--- config.mk ---
export PLATFORM = sky130hd
export DESIGN_NAME = hazard_ctrl_unit
export DESIGN_NICKNAME = d
export VERILOG_FILES = /design/src/rtl/hazard_pkg.sv /design/src/rtl/hazard_fwd_sel.sv /design/src/rtl/hazard_ctrl_unit.sv
export SDC_FILE = /design/constraint.sdc
export NUM_CORES = 1
export LEC_CHECK = 0
export CAP_MARGIN = 20
export CORE_MARGIN = 1.5
export CORE_UTILIZATION = 47
export CTS_CLUSTER_DIAMETER = 60
export DETAILED_ROUTE_END_ITERATION = 8
export PLACE_DENSITY = 0.88
export SYNTH_ARGS = -nofsm -noshare
export SYNTH_HDL_FRONTEND = slang
export SYNTH_SLANG_ARGS = --single-unit
--- constraint.sdc ---
create_clock -name clk -period 6.1 [get_ports clk]
set_input_delay 0.915 -clock clk [delete_from_list [all_inputs] [get_ports clk]]
set_output_delay 0.915 -clock clk [all_outputs]
set_load 0.005 [all_outputs]
--- src/rtl/hazard_pkg.sv ---
// Shared types for the hazard control unit: forwarding selects and MDU FSM states.
package hazard_pkg;

    // EX-stage operand source select
    typedef enum logic [1:0] {
        FWD_RF = 2'b00,
        FWD_W  = 2'b01,
        FWD_M  = 2'b10
    } fwd_sel_t;

    // Multi-cycle MDU occupancy of E
    typedef enum logic {
        IDLE = 1'b0,
        BUSY = 1'b1
    } mdu_state_t;

    // Load-use bubble counter width; LOAD_LAT is at most 3
    localparam int unsigned LU_CNT_W = 2;

endpackage

--- src/rtl/hazard_fwd_sel.sv ---
// One EX operand's forwarding comparator and M-over-W priority mux.
module hazard_fwd_sel
    import hazard_pkg::*;
#(
    parameter int unsigned REG_AW = 5
) (
    input  logic [REG_AW-1:0] rs_e,
    input  logic [REG_AW-1:0] rd_m,
    input  logic [REG_AW-1:0] rd_w,
    input  logic              reg_write_m,
    input  logic              reg_write_w,
    output logic [1:0]        sel
);

    logic hit_m;
    logic hit_w;

    // x0 is hardwired zero, so it never forwards
    assign hit_m = reg_write_m && (rs_e != '0) && (rs_e == rd_m);
    assign hit_w = reg_write_w && (rs_e != '0) && (rs_e == rd_w);

    // M result is younger than W, so it wins when both match
    always_comb begin
        sel = FWD_RF;
        if (hit_m) begin
            sel = FWD_M;
        end else if (hit_w) begin
            sel = FWD_W;
        end
    end

endmodule

--- src/rtl/hazard_ctrl_unit.sv ---
// Hazard unit for the 5-stage RV32I pipeline: EX forwarding, branch flushes,
// programmable load-use bubbles, multi-cycle MDU stall and a stall counter.
module hazard_ctrl_unit
    import hazard_pkg::*;
#(
    parameter int unsigned REG_AW   = 5,
    parameter int unsigned LOAD_LAT = 1,
    parameter int unsigned MDU_LAT  = 4,
    parameter int unsigned CNT_W    = 32
) (
    input  logic              clk,
    input  logic              reset,
    input  logic [REG_AW-1:0] rs1_d,
    input  logic [REG_AW-1:0] rs2_d,
    input  logic [REG_AW-1:0] rs1_e,
    input  logic [REG_AW-1:0] rs2_e,
    input  logic [REG_AW-1:0] rd_e,
    input  logic [REG_AW-1:0] rd_m,
    input  logic [REG_AW-1:0] rd_w,
    input  logic              reg_write_m,
    input  logic              reg_write_w,
    input  logic              load_e,
    input  logic              mdu_start_e,
    input  logic              pc_src_e,
    output logic [1:0]        forward_a_e,
    output logic [1:0]        forward_b_e,
    output logic              stall_f,
    output logic              stall_d,
    output logic              stall_e,
    output logic              flush_d,
    output logic              flush_e,
    output logic              flush_m,
    output logic              mdu_busy,
    output logic [CNT_W-1:0]  stall_cnt
);

    localparam int unsigned MCntW = $clog2(MDU_LAT + 1);

    mdu_state_t          state_q;
    logic [MCntW-1:0]    mcnt_q;
    logic [LU_CNT_W-1:0] lu_cnt_q;
    logic [LU_CNT_W-1:0] lu_cnt_d;
    logic [CNT_W-1:0]    stall_cnt_q;
    logic [1:0]          fwd_a;
    logic [1:0]          fwd_b;
    logic                lu_hit;
    logic                lu_pend;
    logic                mdu_act;

    hazard_fwd_sel #(
        .REG_AW (REG_AW)
    ) u_fwd_a (
        .rs_e        (rs1_e),
        .rd_m        (rd_m),
        .rd_w        (rd_w),
        .reg_write_m (reg_write_m),
        .reg_write_w (reg_write_w),
        .sel         (fwd_a)
    );

    hazard_fwd_sel #(
        .REG_AW (REG_AW)
    ) u_fwd_b (
        .rs_e        (rs2_e),
        .rd_m        (rd_m),
        .rd_w        (rd_w),
        .reg_write_m (reg_write_m),
        .reg_write_w (reg_write_w),
        .sel         (fwd_b)
    );

    assign lu_hit  = load_e && (rd_e != '0) && ((rd_e == rs1_d) || (rd_e == rs2_d));
    assign lu_pend = (lu_cnt_q != '0);
    // Stall covers the start cycle too, before the FSM has left IDLE
    assign mdu_act = (state_q == BUSY) || mdu_start_e;

    // Priority resolution: MDU hold > branch flush > load-use bubble
    always_comb begin
        forward_a_e = FWD_RF;
        forward_b_e = FWD_RF;
        stall_f     = 1'b0;
        stall_d     = 1'b0;
        stall_e     = 1'b0;
        flush_d     = 1'b0;
        flush_e     = 1'b0;
        flush_m     = 1'b0;
        mdu_busy    = 1'b0;
        if (!reset) begin
            forward_a_e = fwd_a;
            forward_b_e = fwd_b;
            if (mdu_act) begin
                // A branch cannot resolve while E is held; pc_src_e is ignored
                stall_f  = 1'b1;
                stall_d  = 1'b1;
                stall_e  = 1'b1;
                flush_m  = 1'b1;
                mdu_busy = 1'b1;
            end else if (pc_src_e) begin
                // The dependent instruction is squashed, so no bubble is needed
                flush_d = 1'b1;
                flush_e = 1'b1;
            end else if (lu_hit || lu_pend) begin
                stall_f = 1'b1;
                stall_d = 1'b1;
                flush_e = 1'b1;
            end
        end
    end

    // Next load-use bubble count; frozen while the MDU holds E
    always_comb begin
        lu_cnt_d = lu_cnt_q;
        if (mdu_act) begin
            lu_cnt_d = lu_cnt_q;
        end else if (pc_src_e) begin
            lu_cnt_d = '0;
        end else if (lu_hit) begin
            lu_cnt_d = LU_CNT_W'(LOAD_LAT - 1);
        end else if (lu_pend) begin
            lu_cnt_d = lu_cnt_q - 1'b1;
        end
    end

    // Load-use bubble counter
    always_ff @(posedge clk or posedge reset) begin
        if (reset) begin
            lu_cnt_q <= '0;
        end else begin
            lu_cnt_q <= lu_cnt_d;
        end
    end

    // MDU FSM: start cycle plus MDU_LAT-1 BUSY cycles hold E for MDU_LAT cycles
    always_ff @(posedge clk or posedge reset) begin
        if (reset) begin
            state_q <= IDLE;
            mcnt_q  <= '0;
        end else begin
            case (state_q)
                IDLE: begin
                    if (mdu_start_e) begin
                        state_q <= BUSY;
                        mcnt_q  <= MCntW'(MDU_LAT - 1);
                    end
                end
                BUSY: begin
                    if (mcnt_q == MCntW'(1)) begin
                        state_q <= IDLE;
                        mcnt_q  <= '0;
                    end else begin
                        mcnt_q <= mcnt_q - 1'b1;
                    end
                end
                default: begin
                    state_q <= IDLE;
                    mcnt_q  <= '0;
                end
            endcase
        end
    end

    // Saturating count of cycles with the PC held
    always_ff @(posedge clk or posedge reset) begin
        if (reset) begin
            stall_cnt_q <= '0;
        end else if (stall_f && (stall_cnt_q != '1)) begin
            stall_cnt_q <= stall_cnt_q + CNT_W'(1);
        end
    end

    assign stall_cnt = stall_cnt_q;

endmodule
==> results.yml, run 1 <==
placed_design:
  port_buffers: 84
  place_hpwl_um: 4320
  place.gp.congestion: 0.752
sta:
  period_needed_ps: 4000
  fin_crit_sh_pct: 65.5
  maxSlewHeadroom_pct: 57.2
  setup_tns_ps: 0
  whs_ps: 496
  setup_viol: 0
  tightest_slew_ps: 642
  skew_ps: 3.94
  maxSlewViolCount: 0
  clock.fmax_mhz: 250
  rsz0062_at_grt: "no"
  timing_hold_violations_final: 0
clock_tree:
  clockBufferDepth: 2
  root_buffer: "clkbuf_8"
  clock-sinks: 38
  tritoncts: "built"
  cts_setup_buffers: 0
  clk_pin_slew_worst_paths_ps: 70
  clk_latency_ps: 290
  numCtsBuffers: 5
  post_cts_resized: 0
  ctsHtreeMaxLevel: 2
  cts_hold_buffers: 0
critical_path:
  crit_start: "reset"
  cp.arrival_ps: 3080
  timing.rr.start: "stall_cnt[0]"
  r2r_slack_ps: 3860
  required_ps: 5180
  r2r-end: "stall_cnt[31]"
  crit_path_start_kind: "input port"
  cp-end-kind: "output pin"
  ff2ff_path_depth: 7
  worstPathMaxFanout: 26
  worstSetupPathType: "in2out"
finish:
  drive_gt1_share_pct: 6.34
  area_growth_pct: 42.6
  antenna_cells: 0
  final_nets: 376
power_and_ir_drop:
  netSwitchingFraction_pct: 30.7
  power_frac_clock_pct: 24.0
  power.density_mw_per_mm2: 225
  seqPwrFrac_pct: 44.6
  p_switching_uw: 229
  p_total_uw: 747
  p_leak_nw: 1.42
  p_int_uw: 518
  vdd_ir_drop_max_uv: 199
  comb_power_share_pct: 31.4
detailed_routing:
  routedWlPerCell_um: 14.2
  firstDrtPassIters: 4
  remaining_drc_errors: 0
  first_iter_violations: 49
  num_vias: 2094
  drt_wl_total_um: 5660
  ant_nets: 0
  viasPerCell: 5.26
global_route:
  grt_max_degree: 27
  grt_pass1_vias: 2026
  grt_pass1_wl_um: 8890
  overflow: 0
  grtUsageTotal_pct: 21.3
  antenna_found_initial: 0
logic_synthesis:
  synth_edf_count: 0
  synth_most_common_cell: "dfrtp_1"
  yosys-top-cells-area: "dfrtp_1 (41%), xor2_1 (12%), xnor2_1 (10%), nand2_1 (4.4%), nor2_1 (3.7%)"
  syn_nets: 290
  async_reset_ff_share_pct: 100
  yosysWarnings: 0
  synth-seq-area-share_pct: 40.9
  ys_types: 42
  synth_top_area_share_pct: 40.9
  netlist_area_mm2: 0.00233
  yosys_register_bits: 38
  ys_top_cells_by_count: "dfrtp_1 (38), xor2_1 (31), nand2_1 (27), xnor2_1 (27), nor2_1 (23)"
  synth_area_leader_cell: "dfrtp_1"
  avgSynthCellArea_um2: 9.54
  ys.flop_type: "dfrtp_1"
  syn_inst: 244
floorplan:
  num_rows: 25
  ios: 85
  die_h_um: 73.4
  fp.coreArea_mm2: 0.00475
  die-area_mm2: 0.00538
  initial_core_util_pct: 48.9
  die_w_um: 73.4
worst_hold_path:
  min_from: "lu_cnt_q[1]"
  hp-class: "reg2reg"
  hold_path_depth: 1
  whs_endpoint: "lu_cnt_q[1]"
flow_run:
  drv_cap: 0
run_status:
  status: "finished clean"
power by group through the flow:
stage                     clock network, mW  logic [mW]  registers [mW]
after global routing                  0.194       0.264           0.339
after detailed placement                  0       0.237           0.337
after global placement                    0       0.228           0.335
after CTS                             0.181       0.238           0.333
after floorplan                           0       0.130           0.331
final                                 0.179       0.235           0.333
worst max-delay path by stage:
stage / end / slack [ps]
floorplan: stall_f / 2840
global placement: flush_e / 2090
detailed placement: flush_e / 2040
CTS: flush_e / 2040
global route: flush_d / 1860
finish: flush_e / 2100
registers in the layout, summed over array words and instances, names as in the netlist:
register   count
state_q        1
mcnt_q         3
stall_cnt     32
lu_cnt_q       2
final cells by class:
class / instances / area (µm²)
Tap cell: 67 / 83.8
Timing Repair Buffer: 85 / 848
Fill cell: 380 / 1440
Clock buffer: 6 / 82.6
Inverter: 8 / 30.0
Clock inverter: 2 / 12.5
Sequential cell: 38 / 951
Multi-Input combinational cell: 192 / 1310
logic make-up (layout without fill, tap and decap cells):
group | after synthesis | count (layout) | share of synthesized area [%]
multiplexers | 1 | 1 | 0.484
XOR/XNOR | 59 | 59 | 22.5
buffers and inverters | 14 | 101 | 2.85
AO/OA/AOI/OAI | 16 | 16 | 5.38
AND/OR/NAND/NOR | 112 | 112 | 25.8
adder cells (fa/ha/maj) | 4 | 4 | 2.15
flip-flops | 38 | 38 | 40.9
critical path, cell delays in order:
cell	delay, ps
clkdlybuf4s50_1	500
inv_1	520
buf_4	430
and3_1	210
clkdlybuf4s50_1	500
routing by layer:
layer,global-route usage (%),part of all wire [%]
met5,0,0
met4,5.76,1.2
met3,4.80,7.2
met2,39.1,50
met1,24.8,42
cells in the final DEF (no fill, tap or decap), types with 2 or more instances in the layout:
master and n:
or4_1 3, inv_1 8, nand4_1 11, xor2_1 31
clkdlybuf4s50_1 84, nand2_1 27, clkbuf_8 6, nor2_1 23
nor3_2 2, and2_1 2, nor2b_1 2, xnor2_1 27
ha_1 4, nor4_1 10, nand3_1 9, and3_1 6
a21oi_1 4, dfrtp_1 38, o21ai_0 4, nor3_1 6
through the flow:
stage | worst slack [ps] | cells | area, µm² | util (%)
2_1_floorplan | 2840 | 244 | 2330 | -
5_1_grt | 1860 | 398 | 3320 | 69.8
4_1_cts | 2040 | 398 | 3320 | 69.8
3_3_place_gp | 2090 | 390 | 3220 | 67.8
6_report | 2100 | 398 | 3320 | 69.8
3_5_place_dp | 2040 | 390 | 3220 | 67.8
No activity file was read; power rests on OpenSTA's default activity.
==> run 2: changes to the inputs <==
--- a/config.mk
+++ b/config.mk
@@ -7,10 +7,10 @@
 export LEC_CHECK = 0
 export CAP_MARGIN = 20
 export CORE_MARGIN = 1.5
-export CORE_UTILIZATION = 47
+export CORE_UTILIZATION = 45
 export CTS_CLUSTER_DIAMETER = 60
 export DETAILED_ROUTE_END_ITERATION = 8
-export PLACE_DENSITY = 0.88
+export PLACE_DENSITY = 0.85
 export SYNTH_ARGS = -nofsm -noshare
 export SYNTH_HDL_FRONTEND = slang
 export SYNTH_SLANG_ARGS = --single-unit
==> constraint.sdc (replaced) <==
create_clock -name clk -period 3.7 [get_ports clk]
set_input_delay 0.555 -clock clk [delete_from_list [all_inputs] [get_ports clk]]
set_output_delay 0.555 -clock clk [all_outputs]
set_load 0.005 [all_outputs]
==> results.yml, run 2 (synthesis gave the netlist of run 1 again) <==
worst_hold_path:
  min_from: "lu_cnt_q[1]"
  hp-class: "reg2reg"
  hold_path_depth: 1
  whs_endpoint: "lu_cnt_q[1]"
power_and_ir_drop:
  p_total_mw: 1.35
  vdd_ir_drop_max_uv: 385
  p_leak_nw: 1.45
  power.density_mw_per_mm2: 401
sta:
  setup_viol: 0
  maxSlewHeadroom_pct: 68.7
  setup_tns_ps: 0
  maxSlewViolCount: 0
  fin_crit_sh_pct: 89.7
  tightest_slew_ps: 469
  period_needed_ps: 3320
  rsz0062_at_grt: "no"
  clock.fmax_mhz: 301
  timing_hold_violations_final: 0
  skew_ps: 4.38
placed_design:
  place_hpwl_um: 4310
  place.gp.congestion: 0.756
  port_buffers: 84
  dpl_cell_area_mm2: 0.00323
floorplan:
  num_rows: 25
  die_w_um: 74.9
  fp.coreArea_mm2: 0.00485
  die_h_um: 74.9
  ios: 85
  die-area_mm2: 0.00561
  initial_core_util_pct: 48.0
finish:
  antenna_cells: 0
  multi_input_area_mm2: 0.00131
  design_area_mm2: 0.00337
  final_common_cell: "clkdlybuf4s50_1"
  nFillCells: 378
  area_growth_pct: 44.7
  largest_register_ffs: 32
  drive_gt1_share_pct: 6.63
  final_nets: 377
  mostFrequentLayoutCells: "clkdlybuf4s50_1 (84), dfrtp_1 (38), xor2_1 (31)"
  regArea_um2: 951
detailed_routing:
  viasPerCell: 5.18
  drt_wl_total_um: 5630
  remaining_drc_errors: 0
  num_vias: 2065
  first_iter_violations: 49
  firstDrtPassIters: 4
  routedWlPerCell_um: 14.1
  ant_nets: 0
critical_path:
  r2r-end: "stall_cnt[31]"
  worstSetupPathType: "in2out"
  ff2ff_path_depth: 7
  cp-end-kind: "output pin"
  worstPathMaxFanout: 3
  timing.rr.start: "stall_cnt[0]"
  crit_path_start_kind: "input port"
  required_ps: 3140
  cp.arrival_ps: 2760
  r2r_slack_ps: 1470
clock_tree:
  post_cts_resized: 0
  root_buffer: "clkbuf_8"
  clk_pin_slew_worst_paths_ps: 80
  clk_latency_ps: 280
  cts_setup_buffers: 0
  tritoncts: "built"
  ctsHtreeMaxLevel: 2
  cts_hold_buffers: 0
  clockBufferDepth: 2
  clock-sinks: 38
  numCtsBuffers: 5
flow_run:
  drv_cap: 0
global_route:
  grt_pass1_vias: 1952
  overflow: 0
  grt_pass1_wl_um: 8920
  grtUsageTotal_pct: 20.6
  grt_max_degree: 39
  antenna_found_initial: 0
run_status:
  status: "finished clean"
## run 2: cell type report
class / instances / share of cell area [%]
Multi-Input combinational cell: 192 / 38.9
Sequential cell: 38 / 28.2
Timing Repair Buffer: 86 / 25.4
Tap cell: 67 / 2.49
Clock buffer: 5 / 2.04
Clock inverter: 3 / 2.04
Inverter: 8 / 0.892
## run 2: power breakdown
part | leakage, nW | switching (mW) | total, mW | internal [mW]
Sequential | 0.493 | 0.0673 | 0.548 | 0.480
Clock | 0.0683 | 0.147 | 0.417 | 0.270
Combinational | 0.886 | 0.161 | 0.387 | 0.226
Total | 1.45 | 0.376 | 1.35 | 0.976
## run 2: how the worst max path moves through the flow
stage,cells after the start,to,startpoint,slack [ps]
2_1_floorplan,6,stall_cnt[31],reset,1020
6_report,7,flush_e,rd_e[1],380
4_1_cts,7,flush_e,rd_e[1],360
5_1_grt,7,flush_e,rd_e[1],280
3_3_place_gp,7,flush_e,rd_e[1],420
3_5_place_dp,7,flush_e,rd_e[1],360
## run 2: per-layer routing
layer  vias up  routed length (µm)  track usage (%)
met5         -                   0                0
met4         0                  57             5.25
met3         6                 443             4.69
met2        79                2720             35.9
met1       964                2410             26.0
li1       1016                   -                -
## run 2: critical path, stage by stage
cell             delay (ps)
clkdlybuf4s50_1         460
or4_1                   560
o21ai_1                 290
o21ba_2                 210
nand2_1                  70
and3_1                  180
clkdlybuf4s50_1         440
## run 2: through the flow
| step | utilization, % | hold WS (ps) | instances | setup WS [ps] |
|---|---|---|---|---|
| 2_1_floorplan | - | 456 | 244 | 1020 |
| 3_3_place_gp | 66.6 | 475 | 391 | 421 |
| 3_5_place_dp | 66.6 | 478 | 391 | 363 |
| 4_1_cts | 69.5 | 495 | 399 | 362 |
| 5_1_grt | 69.5 | 522 | 399 | 277 |
| 6_report | 69.5 | 490 | 399 | 380 |
